===== src/rtl/instruction_memory_pl.sv =====
// Instruction memory with a registered fetch port and a program write port.
// After reset every word is overwritten with NOP_WORD before reads or writes are accepted.
module instruction_memory_pl #(
    parameter int                    ADDR_WIDTH = 6,
    parameter int                    DATA_WIDTH = 16,
    parameter logic [DATA_WIDTH-1:0] NOP_WORD   = '0
) (
    input  logic                  i_clk,
    input  logic                  i_rst,
    input  logic                  i_rd_req,
    input  logic [ADDR_WIDTH-1:0] i_rd_addr,
    input  logic                  i_stall,
    input  logic                  i_flush,
    input  logic                  i_wr_en,
    input  logic [ADDR_WIDTH-1:0] i_wr_addr,
    input  logic [DATA_WIDTH-1:0] i_wr_data,
    output logic                  o_ready,
    output logic                  o_rd_valid,
    output logic [DATA_WIDTH-1:0] o_instruction
);

    localparam int DEPTH = 2 ** ADDR_WIDTH;

    // state   | meaning
    // S_CLEAR | sweeping NOP_WORD through memory, ports ignored
    // S_RUN   | fetch and program ports active
    typedef enum logic {S_CLEAR, S_RUN} state_t;

    state_t                r_state;
    state_t                w_state_nxt;
    logic [ADDR_WIDTH-1:0] r_clear_ptr;
    logic                  r_ready;
    logic                  r_rd_valid;
    logic [DATA_WIDTH-1:0] r_instruction;
    logic [DATA_WIDTH-1:0] r_mem [DEPTH];

    logic                  w_clear_last;
    logic                  w_mem_we;
    logic [ADDR_WIDTH-1:0] w_mem_waddr;
    logic [DATA_WIDTH-1:0] w_mem_wdata;
    logic [DATA_WIDTH-1:0] w_rd_word;
    logic                  w_bypass;

    assign w_clear_last = (r_clear_ptr == ADDR_WIDTH'(DEPTH - 1));

    always_comb begin
        w_state_nxt = r_state;
        case (r_state)
            S_CLEAR: if (w_clear_last) w_state_nxt = S_RUN;
            S_RUN:   w_state_nxt = S_RUN;
            default: w_state_nxt = S_CLEAR;
        endcase
    end

    always_ff @(posedge i_clk or posedge i_rst) begin
        if (i_rst) begin
            r_state     <= S_CLEAR;
            r_clear_ptr <= '0;
            r_ready     <= 1'b0;
        end else begin
            r_state <= w_state_nxt;
            r_ready <= (w_state_nxt == S_RUN);
            if (r_state == S_CLEAR && !w_clear_last)
                r_clear_ptr <= r_clear_ptr + 1'b1;
        end
    end

    // Clear sweep owns the single write port until the FSM reaches RUN.
    always_comb begin
        w_mem_we    = i_wr_en;
        w_mem_waddr = i_wr_addr;
        w_mem_wdata = i_wr_data;
        if (r_state == S_CLEAR) begin
            w_mem_we    = 1'b1;
            w_mem_waddr = r_clear_ptr;
            w_mem_wdata = NOP_WORD;
        end
    end

    always_ff @(posedge i_clk) begin
        if (w_mem_we)
            r_mem[w_mem_waddr] <= w_mem_wdata;
    end

    assign w_rd_word = r_mem[i_rd_addr];
    assign w_bypass  = i_wr_en && (i_wr_addr == i_rd_addr);

    always_ff @(posedge i_clk or posedge i_rst) begin
        if (i_rst) begin
            r_rd_valid    <= 1'b0;
            r_instruction <= NOP_WORD;
        end else if (r_state == S_CLEAR || i_flush) begin
            r_rd_valid    <= 1'b0;
            r_instruction <= NOP_WORD;
        end else if (!i_stall) begin
            r_rd_valid <= i_rd_req;
            if (i_rd_req)
                r_instruction <= w_bypass ? i_wr_data : w_rd_word;
        end
    end

    assign o_ready       = r_ready;
    assign o_rd_valid    = r_rd_valid;
    assign o_instruction = r_instruction;

endmodule


===== config.mk =====
export PLATFORM = sky130hd
export DESIGN_NAME = instruction_memory_pl
export DESIGN_NICKNAME = d
export VERILOG_FILES = /design/src/rtl/instruction_memory_pl.sv
export SDC_FILE = /design/constraint.sdc
export NUM_CORES = 1
export LEC_CHECK = 0
export BUFFER_PORTS_ARGS = -buffer_cell sky130_fd_sc_hd__buf_4
export CORE_AREA = 5 5 363 293
export CTS_CLUSTER_SIZE = 16
export DETAILED_ROUTE_END_ITERATION = 16
export DIE_AREA = 0 0 368 298
export PLACE_DENSITY = 0.53
export SLEW_MARGIN = 20
export SYNTH_ARGS = -nofsm -noshare
export SYNTH_HDL_FRONTEND = slang
export SYNTH_SLANG_ARGS = --single-unit

===== constraint.sdc =====
create_clock -name i_clk -period 4.65 [get_ports i_clk]
set_input_delay 1.1625 -clock i_clk [delete_from_list [all_inputs] [get_ports i_clk]]
set_output_delay 1.1625 -clock i_clk [all_outputs]
set_load 0.03 [all_outputs]

Yosys cells after proc, flatten, opt, wreduce, memory -nomap -nowiden
Memory sizes are Yosys's and may differ from the RTL's.
Cells that the tools add are included.
{"block": "op_classes", "bitwise": 1, "eq_ne": 3, "add_sub_neg": 1, "reduce_logical": 6, "n_mux": 13}
{"op": "$mux W16", "count": 5}
{"op": "$add A6 B1 Y6 const B", "count": 1}
{"op": "$eq A6 B6 Y1", "count": 1}
{"op": "$eq A6 B6 Y1 const B", "count": 1}
{"op": "$mux W1", "count": 6}
{"op": "$mux W6", "count": 1}
{"op": "$logic_and A1 B1 Y1", "count": 2}
{"op": "$ne A2 B1 Y1 const B", "count": 1}
{"op": "$pmux W1 S2", "count": 1}
{"op": "$reduce_and A2 Y1", "count": 1}
{"op": "$reduce_bool A2 Y1", "count": 1}
{"op": "$logic_not A1 Y1", "count": 1}
{"op": "$logic_or A1 B1 Y1", "count": 1}
{"op": "$not A1 Y1", "count": 1}
{"block": "totals", "ramBits": 1024, "reg_bits": 24, "out_inout_bits": 18, "in_bits": 34, "n_memories": 1, "elab_cells": 29}
{"memory": "r_mem", "depth": 64, "word_bits": 16, "read_ports": 1, "rd_clocked_by_memory_dff": 0, "write_ports": 1, "line": "35", "rtl": "logic [DATA_WIDTH-1:0] r_mem [DEPTH];"}

Longest topological paths before layout
Gate-level depths: netlist of run 1.
{"block": "depth", "depth_word": 6, "depth_mapped": 8, "ltp_nobuf": 6}

Worst setup path after synthesis of run 1
Ideal clock, no wire load.
{"block": "synth_path", "path_type": "input -> register", "startpoint": "input i_wr_addr[2]", "endpoint": "memory r_mem[14][0], enable pin", "cell_stages": 5, "setup_ns": 0.388, "arrival_ns": 2.545, "n_path_buf": 1, "required_time_ns": 4.262, "path_slack_ns": 1.717, "cell_sequence": "clkbuf_1 nand3_1 o21ai_0 nand2_1 nor2_1"}
{"block": "synth_between", "elab_chain_len": 1}
{"item": "from (decl)", "line": "15", "rtl": "input logic [ADDR_WIDTH-1:0] i_wr_addr,"}
{"item": "$mux W6", "line": "73", "rtl": "if (r_state == S_CLEAR) begin"}
{"item": "to (decl)", "line": "35"}
No other way between the ends.

==> results by stage, run 1 <==
Status:
- The run finished with clean final reports.

Final layout:
- The share of post-route cells with drive strength above 1 is 30.0%.
- The number of nets in the finished design is 2082.
- Relative to the synthesized area, the layout overhead comes to 15.8%.

Critical path:
- The data arrival time of the worst path is 3820 ps.
- STA classifies the critical path startpoint as a register.
- The worst reg2reg path endpoint is r_mem[26][4].
- The critical path endpoint category is a register.
- For this run, the slowest stage of the critical path takes 1000 ps.
- The source of the critical timing path is o_ready.
- The critical path capture point is r_mem[26][4].
- In this run the critical register-to-register path is launched from o_ready.
- Walking the worst path, the cells encountered are nand3b_1 -> o21ai_0 -> nand2_1 -> nor2_1 -> buf_4.
- Along the worst path, the maximum fanout reaches 45.
- Data on the critical path is required at its endpoint by 5010 ps.
- The worst reg2reg path depth is 5.
- The worst setup path category is register to register.
- The slowest library cell on the worst path is sky130_fd_sc_hd__dfrtp_2.
- Across all register-to-register paths, the minimum setup slack is 1190 ps.

Timing:
- The worst slew margin relative to its limit is 26.8%.
- The portion of the clock cycle consumed by the worst path in the final layout is 74.4%.
- Setup repair after global routing left no endpoint under its margin.
- Counting I/O delays and the setup requirement, the final critical path takes 3460 ps.
- The final setup violation count is 0.
- The number of hold-slack violations in the final timing report is 0.
- For the final database, setup skew stands at 36.5 ps.
- The slew at the pin closest to its max-slew limit is 1100 ps.
- The maximum frequency from static timing analysis is 289 MHz.
- In the final timing run, aggregate negative setup slack is 0 ps.
- The number of pins with negative max-slew slack in the final report was 0.

Flow run:
- The max-cap check violation count is 0.

GRT:
- For this run, the total global-route usage over all layers was measured as 19.6%.
- The layer carrying the most global-route usage is met1.
- For this run, global-route usage on met2 was measured as 27.3%.
- The initial antenna violation count came to 3.
- For this run, global-route usage on met3 was measured as 5.40%.
- The met1 layer usage reported by global route is 31.0%.
- The overall overflow remaining after global route is 0.
- The number of global-route vias before repair is 20100.
- The global-route wire length before repair is 153000 um.
- The pin count of the biggest net entering global routing is 65.

Floorplanning:
- The starting density of the core is 39.7%.
- The row count is 105.
- The core footprint is 102000 um2.
- The I/O pin count is 52.
- The height of the die is 298 um.
- The overall die area is 110000 um2.
- From left edge to right edge, the die measures 368 um.

Placed design:
- The number of input and output port buffers inserted is 51.
- Detailed placement ended at an HPWL of 66100 um.
- Routability-driven placement finished with a final weighted congestion of 0.809.

Clock tree:
- The later-pin clock latency in the skew report is 700 ps.
- Clock-pin slew was measured on the worst setup and hold paths at 60 ps.
- TritonCTS built the clock tree.
- The cell chosen for the clock root is sky130_fd_sc_hd__clkbuf_16.
- The buffers inserted during post-CTS setup optimization is 0.
- The maximum buffer depth of the clock tree is 3.
- After clock tree synthesis, the flow added hold-fix buffers numbering 0.
- The clock drives 1048 sinks.
- CTS built an H-tree with a depth of 3.
- Gates resized during post-CTS repair numbered 0.
- TritonCTS created 102 clock buffers.

Yosys:
- The mapped cell area is 40600 um2.
- The post-synthesis async set-or-reset flop share is 2.29%.
- Summed over its instances, the top area cell type makes up 75.7% of the synthesized netlist area.
- The synthesized netlist net count is 1890.
- The yosys synthesis warning count is 0.
- In the post-synthesis netlist, the cell with the most instances is sky130_fd_sc_hd__edfxtp_1.
- By area the synthesized netlist is led by sky130_fd_sc_hd__edfxtp_1 (76%), sky130_fd_sc_hd__mux4_2 (14%), sky130_fd_sc_hd__mux2i_1 (1.6%).
- The sequential fraction of the synthesis area is 77.2%.
- The number of synthesized flops with an enable pin is 1024.
- For this run, the leading register cell type out of synthesis is sky130_fd_sc_hd__edfxtp_1.
- After synthesis, the mean cell area works out to 21.9 um2.
- The register bit total from synthesis is 1048.
- Counting instances in the post-synthesis netlist gives the leading cell types as sky130_fd_sc_hd__edfxtp_1 (1024), sky130_fd_sc_hd__mux4_2 (256), sky130_fd_sc_hd__a22oi_1 (84).
- The synthesized design spends more area on one cell type than any other, namely sky130_fd_sc_hd__edfxtp_1.
- The number of standard cells after synthesis is 1855.
- The post-synthesis cell type count is 51.

Worst hold path:
- The number of cells on the worst hold path is 2.
- The min-delay analysis places its worst path in the category register to register.

Route:
- For this run, design rule violations remaining after detail routing come to 0.
- In the routed layout, each cell is associated on average with a via count of 5.82.
- The length of the first detailed-routing pass in iterations is 6.
- The count of nets left with antenna violations once routing finished came out at 0.
- For this block, the routed nets add up to 108000 um of wire.
- The average wire per cell in the routed design is 31.0 um.
- The DRC marker count from the first detailed-route iteration is 2454.
- The total via count after detailed routing is 20200.

Power:
- The total internal power is 15.7 mW.
- The static power due to leakage is 12.6 nW.
- Sequential cells burn 52.2% of the power.
- The power per cell area is 415 nW/um2.
- Net switching is 19.7% of the power.
- Combinational logic burns 2.5% of the power.
- The design draws 19.5 mW.
- The power spent charging and discharging nets is 3.84 mW.
- In this run, the clock network consumes 45.3% of the power.
- The peak supply drop is 0.287 mV.
placed cells by master (no fill, tap or decap), types with 12 or more instances in the layout:
cell | Yosys | layout
sky130_fd_sc_hd__a22oi_1 | 84 | 84
sky130_fd_sc_hd__and2_2 | 0 | 12
sky130_fd_sc_hd__buf_12 | 1 | 12
sky130_fd_sc_hd__buf_4 | 6 | 175
sky130_fd_sc_hd__bufinv_16 | 0 | 19
sky130_fd_sc_hd__clkbuf_1 | 41 | 12
sky130_fd_sc_hd__clkbuf_16 | 0 | 107
sky130_fd_sc_hd__clkinv_1 | 0 | 15
sky130_fd_sc_hd__clkinv_2 | 0 | 23
sky130_fd_sc_hd__dfrtp_1 | 24 | 23
sky130_fd_sc_hd__edfxtp_1 | 1024 | 1024
sky130_fd_sc_hd__mux2i_1 | 63 | 63
sky130_fd_sc_hd__mux4_2 | 256 | 256
sky130_fd_sc_hd__nand2_1 | 42 | 42
sky130_fd_sc_hd__nand3_1 | 35 | 35
sky130_fd_sc_hd__nor2_1 | 78 | 76
cells by family after synthesis:
logic type | Yosys count | share of synthesized area (%)
flip-flops | 1048 | 77.2
multiplexers | 323 | 15.9
AND/OR/NAND/NOR | 218 | 2.56
AO/OA/AOI/OAI | 143 | 2.74
buffers and inverters | 112 | 1.38
XOR/XNOR | 10 | 0.216
adder cells (fa/ha/maj) | 1 | 0.0308
power groups by stage:
stage,Combinational [mW],Sequential (mW),Clock [mW]
after CTS,0.490,10.2,9.00
after floorplan,0.300,10.4,0
after detailed placement,0.490,10.4,0
after global placement,0.487,10.4,0
final,0.484,10.2,8.84
after global routing,0.515,10.2,9.42
per-layer routing:
metal / up-vias / part of all wire, %
li1: 8210 / -
met1: 11000 / 46
met2: 850 / 43
met3: 124 / 9.5
met4: 0 / 1.7
met5: - / 0
worst min path at each step:
stage | slack, ps | startpoint | end
2_1_floorplan | 490 | r_clear_ptr[5] | r_clear_ptr[5]
4_1_cts | 550 | i_rst | o_instruction[13]
3_5_place_dp | 550 | o_rd_valid | o_rd_valid
6_report | 560 | o_rd_valid | o_rd_valid
5_1_grt | 570 | i_rst | o_instruction[14]
3_3_place_gp | 510 | o_rd_valid | o_rd_valid
state kept, by name, summed over array words and instances (netlist names):
register,cells
o_instruction,16
o_rd_valid,1
o_ready,1
r_clear_ptr,6
r_mem,1024
through the flow:
step,utilization [%],cell area (um2),hold WS (ps),std cells,setup WS (ps)
after floorplan,-,40600,492,1855,1720
after global placement,42.4,43400,509,3279,750
after detailed placement,42.5,43400,550,3280,711
after CTS,46.0,47000,555,3467,1340
after global routing,46.0,47000,575,3467,1140
final,46.0,47000,558,3468,1190
area by class of cell:
cell class	count	area (um2)
multi-input cells	695	8760
flip-flops and latches	1048	31400
clock buffers	123	2780
repair buffers	190	1610
inverters	10	37.5
diodes	1	2.50
fillers	8482	55200
well taps	1337	1670
clock inverters	64	816
worst max-delay path: cells and delay by family (launching register included):
kind | cells | cell delay, ps
flip-flops | 1 | 1000
AND/OR/NAND/NOR | 3 | 1370
AO/OA/AOI/OAI | 1 | 370
buffers and inverters | 1 | 380
(Power assumes the default switching activity.)
==> run 2: changes to the inputs <==
- PLACE_DENSITY: 0.53 -> 0.55
- clock period: 4.65 -> 3 ns (I/O delays scaled with it)
==> run 2 against run 1 <==
Sequential share of layout area down 1.0 points. Setup slack worse by 890 ps. Critical path depth down 1. Utilization up 0.71 points. Via count up 0.67%.
==> results by stage, run 2 (synthesis results as in run 1) <==
Clock tree:
- The maximum buffer depth of the clock tree came to 3 (unchanged).
- The later-pin clock latency in the skew report is 680 ps (-20 ps).
- The clock transition at the register clock pins on the worst setup and hold paths after CTS is 60 ps (about the same).
- The hold-fix buffer count after cts was 0 (unchanged).
- The H-tree depth reported by CTS was 3 (unchanged).
- The buffers inserted during post-CTS setup optimization is 0 (unchanged).
- TritonCTS built the clock tree.
- The post-cts gate resize count came to 0 (unchanged).
- The number of CTS-inserted buffers is 103 (+0.98%).
- The total clock sinks came to 1048 (unchanged).
- The cell chosen for the clock root is sky130_fd_sc_hd__clkbuf_16.

Timing:
- The maximum frequency from static timing analysis is 370 MHz (+28%).
- The final worst clock skew came to 29.9 ps (-6.54 ps).
- The worst setup margin is 301 ps (-888 ps).
- Setup repair after global routing left no endpoint under its margin.
- The portion of the clock cycle consumed by the worst path in the final layout is 90.0% (+16 points).
- The number of pins with negative max-slew slack in the final report was 0 (unchanged).
- The final setup violation count is 0 (unchanged).
- The number of hold-slack violations in the final timing report was 0 (unchanged).
- The slew at the pin closest to its max-slew limit is 1040 ps (-61.0 ps).
- The worst slack on hold paths is 320 ps (-238 ps).
- The final period demand of the worst path came to 2700 ps (-762 ps).
- The worst slew margin relative to its limit is 30.8% (+4.0 points).

Critical path:
- Grouping stages by cell kind, the critical path spends the most delay in simple AND/OR/NAND/NOR gates.
- The source of the critical timing path is o_ready.
- The worst reg2reg path depth is 4 (-1).
- The instance count on the critical path is 4 (-1).
- The signal on the critical path passes through o21ai_0 -> nand2_1 -> nor2_1 -> buf_4.
- The data arrival time of the worst path is 3050 ps (-770 ps).
- The slowest library cell on the worst path is sky130_fd_sc_hd__o21ai_0.
- The worst setup path is captured at a register.
- The total buffers and inverters traversed by the critical path is 1 (unchanged).
- The worst setup slack for register-to-register paths is 300 ps (-890 ps).
- The worst setup path is launched from a register.
- The biggest fanout along the worst timing path is 23 (-49%).
- The largest stage delay on the critical path is 610 ps (-390 ps).
- The critical path capture point is r_mem[29][14].
- In this run the critical register-to-register path is launched from o_ready.
- The worst endpoint required time is 3350 ps (-1660 ps).
- By startpoint and endpoint, the worst setup path is classified as register to register.
- The worst reg2reg path endpoint is r_mem[29][14].

GRT:
- The aggregate global-route resource usage is 19.0% (-0.61 points).
- The number of global-route vias before repair is 20500 (+2.3%).
- The overall overflow remaining after global route is 0 (unchanged).
- The pin count of the biggest net entering global routing was 65 (unchanged).
- The global-route wire length before repair is 151000 um (-1.5%).
- The initial antenna violation count was 2 (-1).

Placed design:
- The final RePlAce weighted congestion is 0.814 (+0.70%).
- The number of input and output port buffers inserted is 51 (unchanged).
- The worst-case setup slack after placement is -281 ps (-992 ps).
- The post-detailed-placement half-perimeter wirelength is 66500 um (+0.63%).
- The number of placed instances with taps included is 3350 (+2.1%).
- The instance area after placement is 44500 um2 (+2.4%).

Floorplanning:
- The I/O pin count is 52 (unchanged).
- The core footprint is 102000 um2 (unchanged).
- The starting density of the core is 39.7% (unchanged).
- The row count is 105 (unchanged).
- The die outline width is 368 um (unchanged).
- The height of the die is 298 um (unchanged).
- The overall die area is 110000 um2 (unchanged).

Final layout:
- The number of nets in the finished design is 2153 (+3.4%).
- Leaving out fill and tap cells, the most frequent cell in the layout is sky130_fd_sc_hd__edfxtp_1.
- In the layout the commonest cells are sky130_fd_sc_hd__edfxtp_1 (1024), sky130_fd_sc_hd__mux4_2 (256), sky130_fd_sc_hd__buf_4 (202).
- The utilization after layout is 46.7% (+0.71 points).
- The cell area after layout is 47700 um2 (+1.5%).
- The share of post-route cells with drive strength above 1 was 31.3% (+1.4 points).
- The number of standard cells in the layout, taps in and fillers out is 3539 (+2.0%).
- The flip-flop count of the largest register, all copies and words added is 1024 (unchanged).
- The relative area change from synthesis to final layout is 17.6%.
- The final antenna diode count is 0 (-1).
- Ranked by flip-flop count, first place goes to r_mem.
- The count of fill cells added during filler insertion is 8428 (-0.64%).

Route:
- The average vias per placed instance is 5.74 (-1.4%).
- The total via count after detailed routing is 20300 (+0.67%).
- The DRC violation count after routing came to 0 (unchanged).
- The DRC marker count from the first detailed-route iteration was 2552 (+4.0%).
- The final wirelength is 104000 um (-3.6%).
- The average wire per cell in the routed design is 29.3 um (-5.5%).
- The length of the first detailed-routing pass in iterations came to 6 (unchanged).
- The remaining antenna violation count after routing is 0 (unchanged).

Power:
- The combinational cell fraction of total power is 2.9% (+0.4 points).
- The static power due to leakage is 12.9 nW (+2.3%).
- The share of total power in sequential cells is 54.1% (+1.9 points).
- The net switching fraction of the power is 20.2% (+0.56 points).
- The power per cell area is 613 nW/um2 (+48%).
- The peak supply drop is 0.437 mV (+52%).
- The power spent charging and discharging nets is 5.91 mW (+54%).
- The total internal power is 23.3 mW (+49%).
- The share of total power in the clock network came to 43.0% (-2.3 points).

Status:
- The run finished with clean final reports.

Worst hold path:
- In this run the worst hold path is classified as primary input to async pin.

Flow run:
- The max-cap check violation count is 0 (unchanged).
==> run 2: through the flow <==
step / setup TNS (ps) / power (mW)
floorplan: 0 / 16.6
global placement: -428 / 17.0
CTS: 0 / 29.5
detailed placement: -516 / 17.0
finish: 0 / 29.3
global route: 0 / 30.3
==> run 2: worst reg2reg max path: cells and delay by family (launching register included) <==
kind	cells	cell delay, ps
simple gates	2	880
buf+inv	1	290
flops	1	590
compound gates	1	610
==> run 2: worst min path at each step <==
stage	to	slack (ps)	cells past startpoint
after CTS	o_instruction[13]	310	3
after floorplan	r_clear_ptr[5]	490	1
after global routing	o_instruction[13]	310	3
final	o_instruction[10]	320	2
after detailed placement	o_rd_valid	520	2
after global placement	o_rd_valid	520	2
==> run 2: metal layers <==
layer | routed length, um | vias up | track usage, %
met5 | 0 | - | 0
met4 | 1840 | 0 | 3.44
met3 | 8230 | 138 | 4.25
met2 | 45500 | 800 | 27.7
met1 | 48200 | 11000 | 29.7
li1 | - | 8369 | -
==> run 2: area by class of cell <==
type                       instances  area [um2]  share of cell area [%]
inverter                          10        37.5                  0.0786
multi-input combinational        695        8730                    18.3
sequential                      1048       31400                    65.7
clock buffer                     130        2730                    5.72
clock inverter                    59         561                    1.17
tap                             1337        1670                    3.50
timing repair buffer             260        2670                    5.59
==> run 2: power groups by stage <==
stage               clock (mW)  sequential, mW  combinational (mW)
floorplan                    0            16.1               0.465
global placement             0            16.1               0.856
detailed placement           0            16.1               0.858
CTS                       12.9            15.8               0.860
global route              13.5            15.8               0.908
finish                    12.6            15.8               0.855
